**config.mk**
```make
export PLATFORM = sky130hd
export DESIGN_NAME = grf_wb_arbiter_flat
export DESIGN_NICKNAME = d
export VERILOG_FILES = /design/src/rtl/grf_wb_arbiter_if.sv /design/src/rtl/grf_wb_arbiter.sv /design/src/flat_wrapper.sv
export SDC_FILE = /design/constraint.sdc
export NUM_CORES = 1
export LEC_CHECK = 0
export BUFFER_PORTS_ARGS = -buffer_cell sky130_fd_sc_hd__buf_2
export CAP_MARGIN = 20
export CORE_ASPECT_RATIO = 1.2
export CORE_MARGIN = 2
export CORE_UTILIZATION = 25
export CTS_CLUSTER_SIZE = 40
export DETAILED_ROUTE_END_ITERATION = 8
export GPL_ROUTABILITY_DRIVEN = 1
export SLEW_MARGIN = 15
export SYNTH_ARGS = -nofsm -noshare
export SYNTH_HDL_FRONTEND = slang
export SYNTH_SLANG_ARGS = --single-unit
```
**constraint.sdc**
```tcl
create_clock -name clk -period 5.05 [get_ports clk]
set_input_delay 0.505 -clock clk [delete_from_list [all_inputs] [get_ports clk]]
set_output_delay 0.505 -clock clk [all_outputs]
set_load 0.01 [all_outputs]
```
**src/rtl/grf_wb_arbiter_if.sv**
```systemverilog
// Bundle of register-file write-back signals: pipeline and multiply/divide
// requests, the merged write port, forwarding queries and the stall request.
interface grf_wb_arbiter_if;
    logic        p_we;
    logic [4:0]  p_rw;
    logic [31:0] p_data;
    logic [31:0] p_pc;

    logic        md_valid;
    logic        md_ready;
    logic [4:0]  md_rw;
    logic [31:0] md_data;
    logic [31:0] md_pc;

    logic        grf_we;
    logic [4:0]  grf_rw;
    logic [31:0] grf_busW;
    logic [31:0] grf_pc;

    logic [4:0]  q_ra;
    logic [4:0]  q_rb;
    logic        hit_a;
    logic        hit_b;
    logic [31:0] fwd_a;
    logic [31:0] fwd_b;

    logic        pipe_stall;

    modport master (
        output p_we, p_rw, p_data, p_pc,
        output md_valid, md_rw, md_data, md_pc,
        output q_ra, q_rb,
        input  md_ready, grf_we, grf_rw, grf_busW, grf_pc,
        input  hit_a, hit_b, fwd_a, fwd_b, pipe_stall
    );

    modport slave (
        input  p_we, p_rw, p_data, p_pc,
        input  md_valid, md_rw, md_data, md_pc,
        input  q_ra, q_rb,
        output md_ready, grf_we, grf_rw, grf_busW, grf_pc,
        output hit_a, hit_b, fwd_a, fwd_b, pipe_stall
    );
endinterface

```
**src/rtl/grf_wb_arbiter.sv**
```systemverilog
// Merges the pipeline WB stage and a queued multiply/divide unit onto the single
// register-file write port, with WAW kill, starvation stall and forwarding lookups.
module grf_wb_arbiter #(
    parameter int DEPTH        = 2,
    parameter int STARVE_LIMIT = 4
) (
    input logic             clk,
    input logic             reset,
    grf_wb_arbiter_if.slave bus
);
    localparam int PtrW    = (DEPTH > 1) ? $clog2(DEPTH) : 1;
    localparam int CntW    = $clog2(DEPTH) + 1;
    localparam int StarveW = $clog2(STARVE_LIMIT + 1);
    localparam logic [CntW-1:0]    FullCount = CntW'(DEPTH);
    localparam logic [StarveW-1:0] StarveMax = StarveW'(STARVE_LIMIT);

    typedef struct packed {
        logic        live;
        logic [4:0]  rw;
        logic [31:0] data;
        logic [31:0] pc;
    } entryT;

    entryT queue [DEPTH];

    logic [PtrW-1:0]    rdPtr;
    logic [PtrW-1:0]    wrPtr;
    logic [CntW-1:0]    count;
    logic [StarveW-1:0] starveCnt;
    logic [StarveW-1:0] starveNext;
    logic               pipeStall;
    logic               grfWe;
    logic [4:0]         grfRw;
    logic [31:0]        grfBusW;
    logic [31:0]        grfPc;

    logic pValid;
    logic empty;
    logic full;
    logic push;
    logic pop;

    assign pValid = bus.p_we && (bus.p_rw != 5'd0);
    assign empty  = (count == '0);
    assign full   = (count == FullCount);
    assign push   = bus.md_valid && !full;
    // The pipeline cannot be stalled at write-back, so it always owns the port.
    assign pop    = !pValid && !empty;

    assign bus.md_ready   = !full;
    assign bus.pipe_stall = pipeStall;
    assign bus.grf_we     = grfWe;
    assign bus.grf_rw     = grfRw;
    assign bus.grf_busW   = grfBusW;
    assign bus.grf_pc     = grfPc;

    // NOTE: every variable written in always_comb gets a default first, so no latch is inferred.
    always_comb begin
        starveNext = starveCnt;
        if (empty || pop) begin
            starveNext = '0;
        end else if (starveCnt != StarveMax) begin
            starveNext = starveCnt + StarveW'(1);
        end
    end

    // Output register first, then queue oldest to newest; later matches are younger and win.
    function automatic logic [32:0] lookup(input logic [4:0] r);
        logic [32:0]     res;
        logic [PtrW-1:0] idx;
        res = '0;
        if (r != 5'd0) begin
            if (grfWe && grfRw == r) res = {1'b1, grfBusW};
            for (int k = 0; k < DEPTH; k++) begin
                idx = rdPtr + PtrW'(k);
                if (CntW'(k) < count && queue[idx].live && queue[idx].rw == r) begin
                    res = {1'b1, queue[idx].data};
                end
            end
        end
        return res;
    endfunction

    always_comb begin
        {bus.hit_a, bus.fwd_a} = lookup(bus.q_ra);
        {bus.hit_b, bus.fwd_b} = lookup(bus.q_rb);
    end

    always_ff @(posedge clk or posedge reset) begin
        if (reset) begin
            rdPtr     <= '0;
            wrPtr     <= '0;
            count     <= '0;
            starveCnt <= '0;
            pipeStall <= 1'b0;
            grfWe     <= 1'b0;
            grfRw     <= '0;
            grfBusW   <= '0;
            grfPc     <= '0;
        end else begin
            if (push) wrPtr <= wrPtr + PtrW'(1);
            if (pop)  rdPtr <= rdPtr + PtrW'(1);
            case ({push, pop})
                2'b10:   count <= count + CntW'(1);
                2'b01:   count <= count - CntW'(1);
                default: count <= count;
            endcase

            starveCnt <= starveNext;
            pipeStall <= (starveNext == StarveMax);

            if (pValid) begin
                grfWe   <= 1'b1;
                grfRw   <= bus.p_rw;
                grfBusW <= bus.p_data;
                grfPc   <= bus.p_pc;
            end else if (!empty) begin
                grfWe   <= queue[rdPtr].live;
                grfRw   <= queue[rdPtr].rw;
                grfBusW <= queue[rdPtr].data;
                grfPc   <= queue[rdPtr].pc;
            end else begin
                grfWe   <= 1'b0;
            end
        end
    end

    // NOTE: queue storage is not reset; count gates every read, so stale slots are never observed.
    always_ff @(posedge clk) begin
        if (pValid) begin
            for (int i = 0; i < DEPTH; i++) begin
                if (queue[i].rw == bus.p_rw) queue[i].live <= 1'b0;
            end
        end
        // Issued after the kill loop so a same-cycle push is younger and stays live.
        if (push) begin
            queue[wrPtr] <= '{live: (bus.md_rw != 5'd0), rw: bus.md_rw,
                               data: bus.md_data, pc: bus.md_pc};
        end
    end
endmodule

```
**src/flat_wrapper.sv**
```systemverilog
// flat-port wrapper written by rule: the top's interface ports become plain ports
module grf_wb_arbiter_flat 
#(
    parameter int DEPTH        = 2,
    parameter int STARVE_LIMIT = 4
)
  (clk, reset, bus_p_we, bus_p_rw, bus_p_data, bus_p_pc, bus_md_valid, bus_md_rw, bus_md_data, bus_md_pc, bus_q_ra, bus_q_rb, bus_md_ready, bus_grf_we, bus_grf_rw, bus_grf_busW, bus_grf_pc, bus_hit_a, bus_hit_b, bus_fwd_a, bus_fwd_b, bus_pipe_stall);
  grf_wb_arbiter_if bus_i ();
  input logic clk;
  input logic reset;
  input wire logic [$bits(bus_i.p_we)-1:0] bus_p_we;
  input wire logic [$bits(bus_i.p_rw)-1:0] bus_p_rw;
  input wire logic [$bits(bus_i.p_data)-1:0] bus_p_data;
  input wire logic [$bits(bus_i.p_pc)-1:0] bus_p_pc;
  input wire logic [$bits(bus_i.md_valid)-1:0] bus_md_valid;
  input wire logic [$bits(bus_i.md_rw)-1:0] bus_md_rw;
  input wire logic [$bits(bus_i.md_data)-1:0] bus_md_data;
  input wire logic [$bits(bus_i.md_pc)-1:0] bus_md_pc;
  input wire logic [$bits(bus_i.q_ra)-1:0] bus_q_ra;
  input wire logic [$bits(bus_i.q_rb)-1:0] bus_q_rb;
  output wire logic [$bits(bus_i.md_ready)-1:0] bus_md_ready;
  output wire logic [$bits(bus_i.grf_we)-1:0] bus_grf_we;
  output wire logic [$bits(bus_i.grf_rw)-1:0] bus_grf_rw;
  output wire logic [$bits(bus_i.grf_busW)-1:0] bus_grf_busW;
  output wire logic [$bits(bus_i.grf_pc)-1:0] bus_grf_pc;
  output wire logic [$bits(bus_i.hit_a)-1:0] bus_hit_a;
  output wire logic [$bits(bus_i.hit_b)-1:0] bus_hit_b;
  output wire logic [$bits(bus_i.fwd_a)-1:0] bus_fwd_a;
  output wire logic [$bits(bus_i.fwd_b)-1:0] bus_fwd_b;
  output wire logic [$bits(bus_i.pipe_stall)-1:0] bus_pipe_stall;
  assign bus_i.p_we = bus_p_we;
  assign bus_i.p_rw = bus_p_rw;
  assign bus_i.p_data = bus_p_data;
  assign bus_i.p_pc = bus_p_pc;
  assign bus_i.md_valid = bus_md_valid;
  assign bus_i.md_rw = bus_md_rw;
  assign bus_i.md_data = bus_md_data;
  assign bus_i.md_pc = bus_md_pc;
  assign bus_i.q_ra = bus_q_ra;
  assign bus_i.q_rb = bus_q_rb;
  assign bus_md_ready = bus_i.md_ready;
  assign bus_grf_we = bus_i.grf_we;
  assign bus_grf_rw = bus_i.grf_rw;
  assign bus_grf_busW = bus_i.grf_busW;
  assign bus_grf_pc = bus_i.grf_pc;
  assign bus_hit_a = bus_i.hit_a;
  assign bus_hit_b = bus_i.hit_b;
  assign bus_fwd_a = bus_i.fwd_a;
  assign bus_fwd_b = bus_i.fwd_b;
  assign bus_pipe_stall = bus_i.pipe_stall;
  grf_wb_arbiter #(.DEPTH(DEPTH), .STARVE_LIMIT(STARVE_LIMIT)) u_core (.clk(clk), .reset(reset), .bus(bus_i));
endmodule
```
==> qor.yml, run 1 <==
status:
  outcome: "finished clean"
place:
  place_ws_ps: 1240
  hpwlAfterDp_um: 25800
  gp_congestion: 0.849
  port_buffers: 289
  dp.cells: 1888
  placed_cell_area_um2: 13600
sta:
  report.final.slew_viol_count: 0
  final.setup.worst_slack_ps: 745
  finalSetupTns_ps: 0
  setup_viol: 0
  post-route-period-util_pct: 85.3
  hold_viol_final: 0
  slew_headroom_pct: 36.7
  fmax_mhz: 232
  finalCriticalPeriod_ps: 4310
  worst_pin_slew_ps: 948
  rsz0062_at_grt: "no"
  finClkSkew_ps: 13.3
final_layout:
  syn_to_final_growth_pct: 26.2
  nets: 1467
  final_cell_mix: "buf_2, edfxtp_1, nor2_1"
  final_cell_count_no_fill: 1941
  layout_commonest_cell: "buf_2"
  final_area_um2: 14500
  n_fill_cell: 4709
  fin_util_pct: 32.1
  final_layout_size_suffix_gt1_share_pct: 35.1
clock_tree:
  root_buffer: "clkbuf_16"
  clockBufferDepth: 3
  cts_resized: 0
  clkTransAtPathRegs_ps: 70
  cts.sinks: 218
  cts_tree: "yes"
  post_cts_buffers: 0
  clock_latency_ps: 560
  htreeDepth: 1
  cts_buffers: 26
global_route:
  grt_overflow: 0
  antenna_found_initial: 10
  grt_use_total_pct: 15.7
  grt_pass1_vias: 9533
  grt_max_degree: 73
  grt_pass1_wl_um: 56300
floorplan:
  start_util_pct: 25.4
  die_y_um: 239
  dieArea_um2: 47600
  core_region_area_um2: 45100
  die_w_um: 199
  io_pins: 290
  rows: 85
worst_hold_path:
  hp-class: "primary input to register"
logic_synthesis:
  synthArstFlopShare_pct: 35.8
  syn_nets: 1211
  synth_edf_count: 140
  ys_seq_elements: 218
  syn_area_um2: 11500
  ys_types: 41
  syn_inst: 1053
  synthFlopType: "edfxtp_1"
  yosysSeqAreaShare_pct: 53.7
  syn_avg_cell_area_um2: 10.9
  ys_warn_count: 0
routing:
  met1_length_um: 14600
  route.antenna.remaining_nets: 0
  wl_per_cell_um: 19.8
  route.met3.wl_um: 3260
  vias: 9312
  dr.first_iter.drc_count: 448
  wirelength_um: 38500
  met2WireLength_um: 18900
  top_layer: "met5"
  route.detailed.drc: 0
  via_per_inst: 4.80
  first_pass_iters: 5
power:
  vdd_ir_drop_max_v: 0.000258
  powerDensity_nw_per_um2: 513
  cellLeakagePower_nw: 6.03
critical_path:
  cp-start-kind: "register"
  endpoint_kind: "output port"
  crit_arrival_ps: 3800
  worstSetupPathType: "register to output port"
  rrSetupSlack_ps: 2350
  crit_path_max_fanout: 45
  cp.required_ps: 4550
job:
  cap_viol_max_count: 0
-- cell families (layout without fill, tap and decap cells) --
logic type,after synthesis,in the layout,share of synthesized area [%]
AOI/OAI and AO/OA,214,214,12.1
xor gates and xnor gates,44,44,3.36
adders and majority gates,6,6,0.655
buffers and inverters,93,369,3.43
DFF,218,218,53.7
muxes,148,148,14.4
other,0,3,0
and+or+nand+nor,330,330,12.3
-- state kept, by name, indices dropped and copies added, names as in the netlist, 2 cells and up --
signal	count
u_core.queue	140
u_core.bus.grf_busW	32
u_core.bus.grf_pc	32
u_core.bus.grf_rw	5
u_core.starveCnt	3
u_core.count	2
-- synth_stat cells (all sizes together), types with 9 or more instances --
cell type  number  area [um^2]
a211oi         32          350
a21oi          70          350
a311oi         27          236
and2            9         56.3
buf            27          145
clkbuf         57          214
dfrtp          78         1950
edfxtp        140         4200
inv             9         33.8
mux2           65          815
mux2i          83          838
nand2         103          387
nand3          11         60.1
nor2          134          503
nor3           54          270
o21ai          75          375
xnor2          22          193
xor2           22          193
-- metal layers --
| metal | vias to the layer above | GRT usage (%) |
|---|---|---|
| met3 | 103 | 3.91 |
| met4 | 14 | 7.38 |
| met5 | - | 0 |
| met2 | 424 | 27.9 |
| met1 | 4435 | 17.5 |
| li1 | 4336 | - |
-- power by group --
| group | leakage (nW) | internal (mW) | switching, mW |
|---|---|---|---|
| logic | 3.39 | 1.08 | 1.68 |
| registers | 2.22 | 2.44 | 0.326 |
| clock network | 0.423 | 1.09 | 0.808 |
-- path summary, 6_finish.rpt --
path,startpoint,end,cells past startpoint
min in group asynchronous,reset,u_core.bus.grf_pc[30],3
setup / recovery,u_core.rdPtr,bus_fwd_a[27],7
max in group asynchronous,reset,u_core.bus.grf_pc[19],4
hold / removal,bus_md_data[10],u_core.queue[0][42],1
hold reg to reg,u_core.count[0],u_core.count[0],1
setup reg to reg,u_core.count[1],u_core.bus.grf_busW[22],7
-- final cells by class --
| cell class | count | area (um^2) | area share (%) |
|---|---|---|---|
| antenna | 3 | 7.51 | 0.0519 |
| clock buffer | 33 | 738 | 5.10 |
| clock inverter | 15 | 126 | 0.874 |
| inverter | 9 | 37.5 | 0.260 |
| multi-input combinational | 742 | 4980 | 34.4 |
| sequential | 218 | 6160 | 42.6 |
| tap | 609 | 762 | 5.27 |
| timing repair buffer | 312 | 1650 | 11.4 |
-- timing repair --
| item | in CTS | in global routing |
|---|---|---|
| setup endpoints to repair | 0 | 0 |
| endpoints found under the hold margin | 15 | 0 |
| hold buffers | 1 | 0 |
-- worst max-delay path: stages (launching register included) --
cell and delay [ps]:
dfrtp_4 690, mux2i_1 440, xnor2_1 130, nor4_1 500
nand3_4 410, buf_4 470, a211oi_1 370, buf_2 200
-- stage by stage --
step	total power, mW	hold slack, ps
floorplan	4.60	464
global route	7.88	113
detailed placement	5.59	500
global placement	5.53	487
finish	7.42	135
CTS	7.52	106
Note: power is estimated with default switching activity, not from simulation.
==> run 2, diff against run 1 <==
ABC_AREA = 1   (was unset)
==> run 2 against run 1 <==
  * Global-route usage increased by 2.5 points
  * Sequential power about the same
  * Count of clock-buffer cells in the layout fell by 3
  * Die area increased by 5.1%
  * Area after synthesis grew 5.2%
  * Utilization fell by 0.74 points
  * Register-to-register slack improved by 90 ps
  * Synthesized cell count increased by 45%
  * Final cell count up 25%
  * Sequential share of layout area is 1.5 points lower
  * Non-clock buffer count up 2
  * Hold slack worse by 33 ps
  * Critical path type unchanged
  * Highest routed layer unchanged
==> qor.yml, run 2 <==
clock_tree:
  clockBufferDepth: 3
  htreeDepth: 1
  ctsHoldBuffers: 0
  cts_resized: 0
  root_buffer: "clkbuf_16"
  post_cts_buffers: 0
  cts_tree: "yes"
  clock_latency_ps: 550
  clkTransAtPathRegs_ps: 60
  cts.sinks: 218
  cts_buffers: 27
logic_synthesis:
  ys_types: 33
  yosys-top-cells-count: "nand2_1, nor2_1, inv_1"
  synth_edf_count: 140
  yosysMostFrequentCell: "nand2_1"
  synth_xor_area_share_pct: 1.16
  synthTopCellsByArea: "edfxtp_1, dfrtp_1, nand2_1"
  synth.area.mux_share_pct: 0.415
  syn_inst: 1522
  ys_warn_count: 0
  synth_top_family_by_area: "simple AND/OR/NAND/NOR gates"
  syn_nets: 1680
  syn_avg_cell_area_um2: 7.92
  yosys.area_share.simple_pct: 30.4
  yosys.area_share.adder_pct: 0.623
  yosys.area.top_type: "edfxtp_1"
  synth_compound_area_share_pct: 7.83
  synthFlopType: "edfxtp_1"
  yosys.area.top_type_share_pct: 34.9
  syn_area_um2: 12100
  synthArstFlopShare_pct: 35.8
  yosysSeqAreaShare_pct: 51.1
  ys_seq_elements: 218
sta:
  finalCriticalPeriod_ps: 4400
  post-route-period-util_pct: 87.2
  setup_viol: 0
  hold_viol_final: 0
  whs_ps: 103
  rsz0062_at_grt: "no"
  fmax_mhz: 227
  worst_pin_slew_ps: 1070
  slew_headroom_pct: 28.5
  finClkSkew_ps: 11.8
  finalSetupTns_ps: 0
  report.final.slew_viol_count: 0
final_layout:
  final_cell_count_no_fill: 2425
  syn_to_final_growth_pct: 24.5
  final_layout_size_suffix_gt1_share_pct: 21.5
  final_cell_mix: "nand2_1, buf_2, nor2_1"
  regMostFlops: "u_core.queue"
  fin_util_pct: 31.3
  layout_commonest_cell: "nand2_1"
  largest_reg_flops: 140
  nets: 1929
routing:
  wirelength_um: 46200
  via_per_inst: 4.80
  route.detailed.drc: 0
  route.antenna.remaining_nets: 0
  first_pass_iters: 5
  wl_per_cell_um: 19.0
  vias: 11600
  dr.first_iter.drc_count: 801
critical_path:
  cp.required_ps: 4550
  crit_start: "u_core.rdPtr"
  crit_arrival_ps: 3900
  cp-start-kind: "register"
  r2r_start: "u_core.rdPtr"
  rr_worst_depth: 5
  r2r_end: "u_core.bus.grf_busW[23]"
  rrSetupSlack_ps: 2440
  worstSetupPathType: "register to output port"
  critPathCapture: "bus_fwd_b[22]"
  crit_path_max_fanout: 58
  endpoint_kind: "output port"
status:
  outcome: "finished clean"
power:
  cellLeakagePower_nw: 7.21
  vdd_ir_drop_max_v: 0.000280
  powerDensity_nw_per_um2: 523
global_route:
  grt_max_degree: 68
  antenna_found_initial: 7
  grt_pass1_wl_um: 68900
  grt_pass1_vias: 11700
  grt_use_total_pct: 18.2
  grt_overflow: 0
place:
  gp_congestion: 0.848
  port_buffers: 289
  hpwlAfterDp_um: 30400
  dp.cells: 2372
worst_hold_path:
  hp-class: "primary input to async pin"
floorplan:
  io_pins: 290
  dieArea_um2: 50000
  rows: 88
  die_y_um: 245
  die_w_um: 204
  core_region_area_um2: 47900
  start_util_pct: 25.2
job:
  cap_viol_max_count: 0
==> run 2: how the worst min path moves through the flow <==
stage / from / endpoint / depth (start not counted)
final: reset / u_core.bus.grf_pc[11] / 2
after global routing: bus_md_data[16] / u_core.queue[0][48] / 1
after CTS: bus_md_data[15] / u_core.queue[1][47] / 1
after detailed placement: u_core.bus.grf_pc[4] / u_core.bus.grf_pc[4] / 2
after global placement: u_core.bus.grf_pc[0] / u_core.bus.grf_pc[0] / 2
after floorplan: u_core.count[0] / u_core.count[0] / 1
==> run 2: cell families (layout without fill, tap and decap cells) <==
logic type | count (synthesis) | count (layout)
compound gates | 151 | 151
xor+xnor | 16 | 16
fa+ha+maj | 6 | 6
buf+inv | 249 | 519
flops | 218 | 218
mux | 5 | 5
other cells | 0 | 3
simple gates | 877 | 877
==> run 2: area by class of cell <==
class	instances	area (um^2)
fill	5135	32900
timing repair buffer	314	1650
clock buffer	30	697
sequential	218	6160
multi-input combinational	1055	4940
antenna	3	7.51
inverter	155	588
tap	630	788
clock inverter	20	178
==> run 2: layer usage <==
layer	vias to the layer above	track usage [%]	routed length, um
li1	5505	-	-
met1	5516	20.1	17200
met5	-	0	57
met4	8	7.72	1850
met3	112	5.21	4140
met2	494	32.3	22900
==> run 2: power by group <==
part / internal (mW) / total, mW / switching [mW] / leakage, nW
Clock: 1.10 / 1.91 / 0.803 / 0.419
Combinational: 0.883 / 3.15 / 2.27 / 4.54
Sequential: 2.47 / 2.79 / 0.328 / 2.25
==> run 2: metrics by stage <==
stage               cell area, um^2  power, mW  setup WS (ps)
floorplan                     12100       4.69            573
global placement              14100       5.95           1380
CTS                           15000       7.95            704
detailed placement            14100       6.00           1310
finish                        15000       7.85            645
global route                  15000       8.39            359
==> run 2: worst max-delay path, cell delays in order, from the launching register on <==
cell,delay (ps)
dfrtp_4,830
inv_4,290
nand2_1,150
o21ai_1,120
nand2_1,80
nand2_1,70
nor2_1,140
nand3_2,720
buf_4,500
nand3_1,100
nand2_1,50
nor2_1,100
buf_2,130
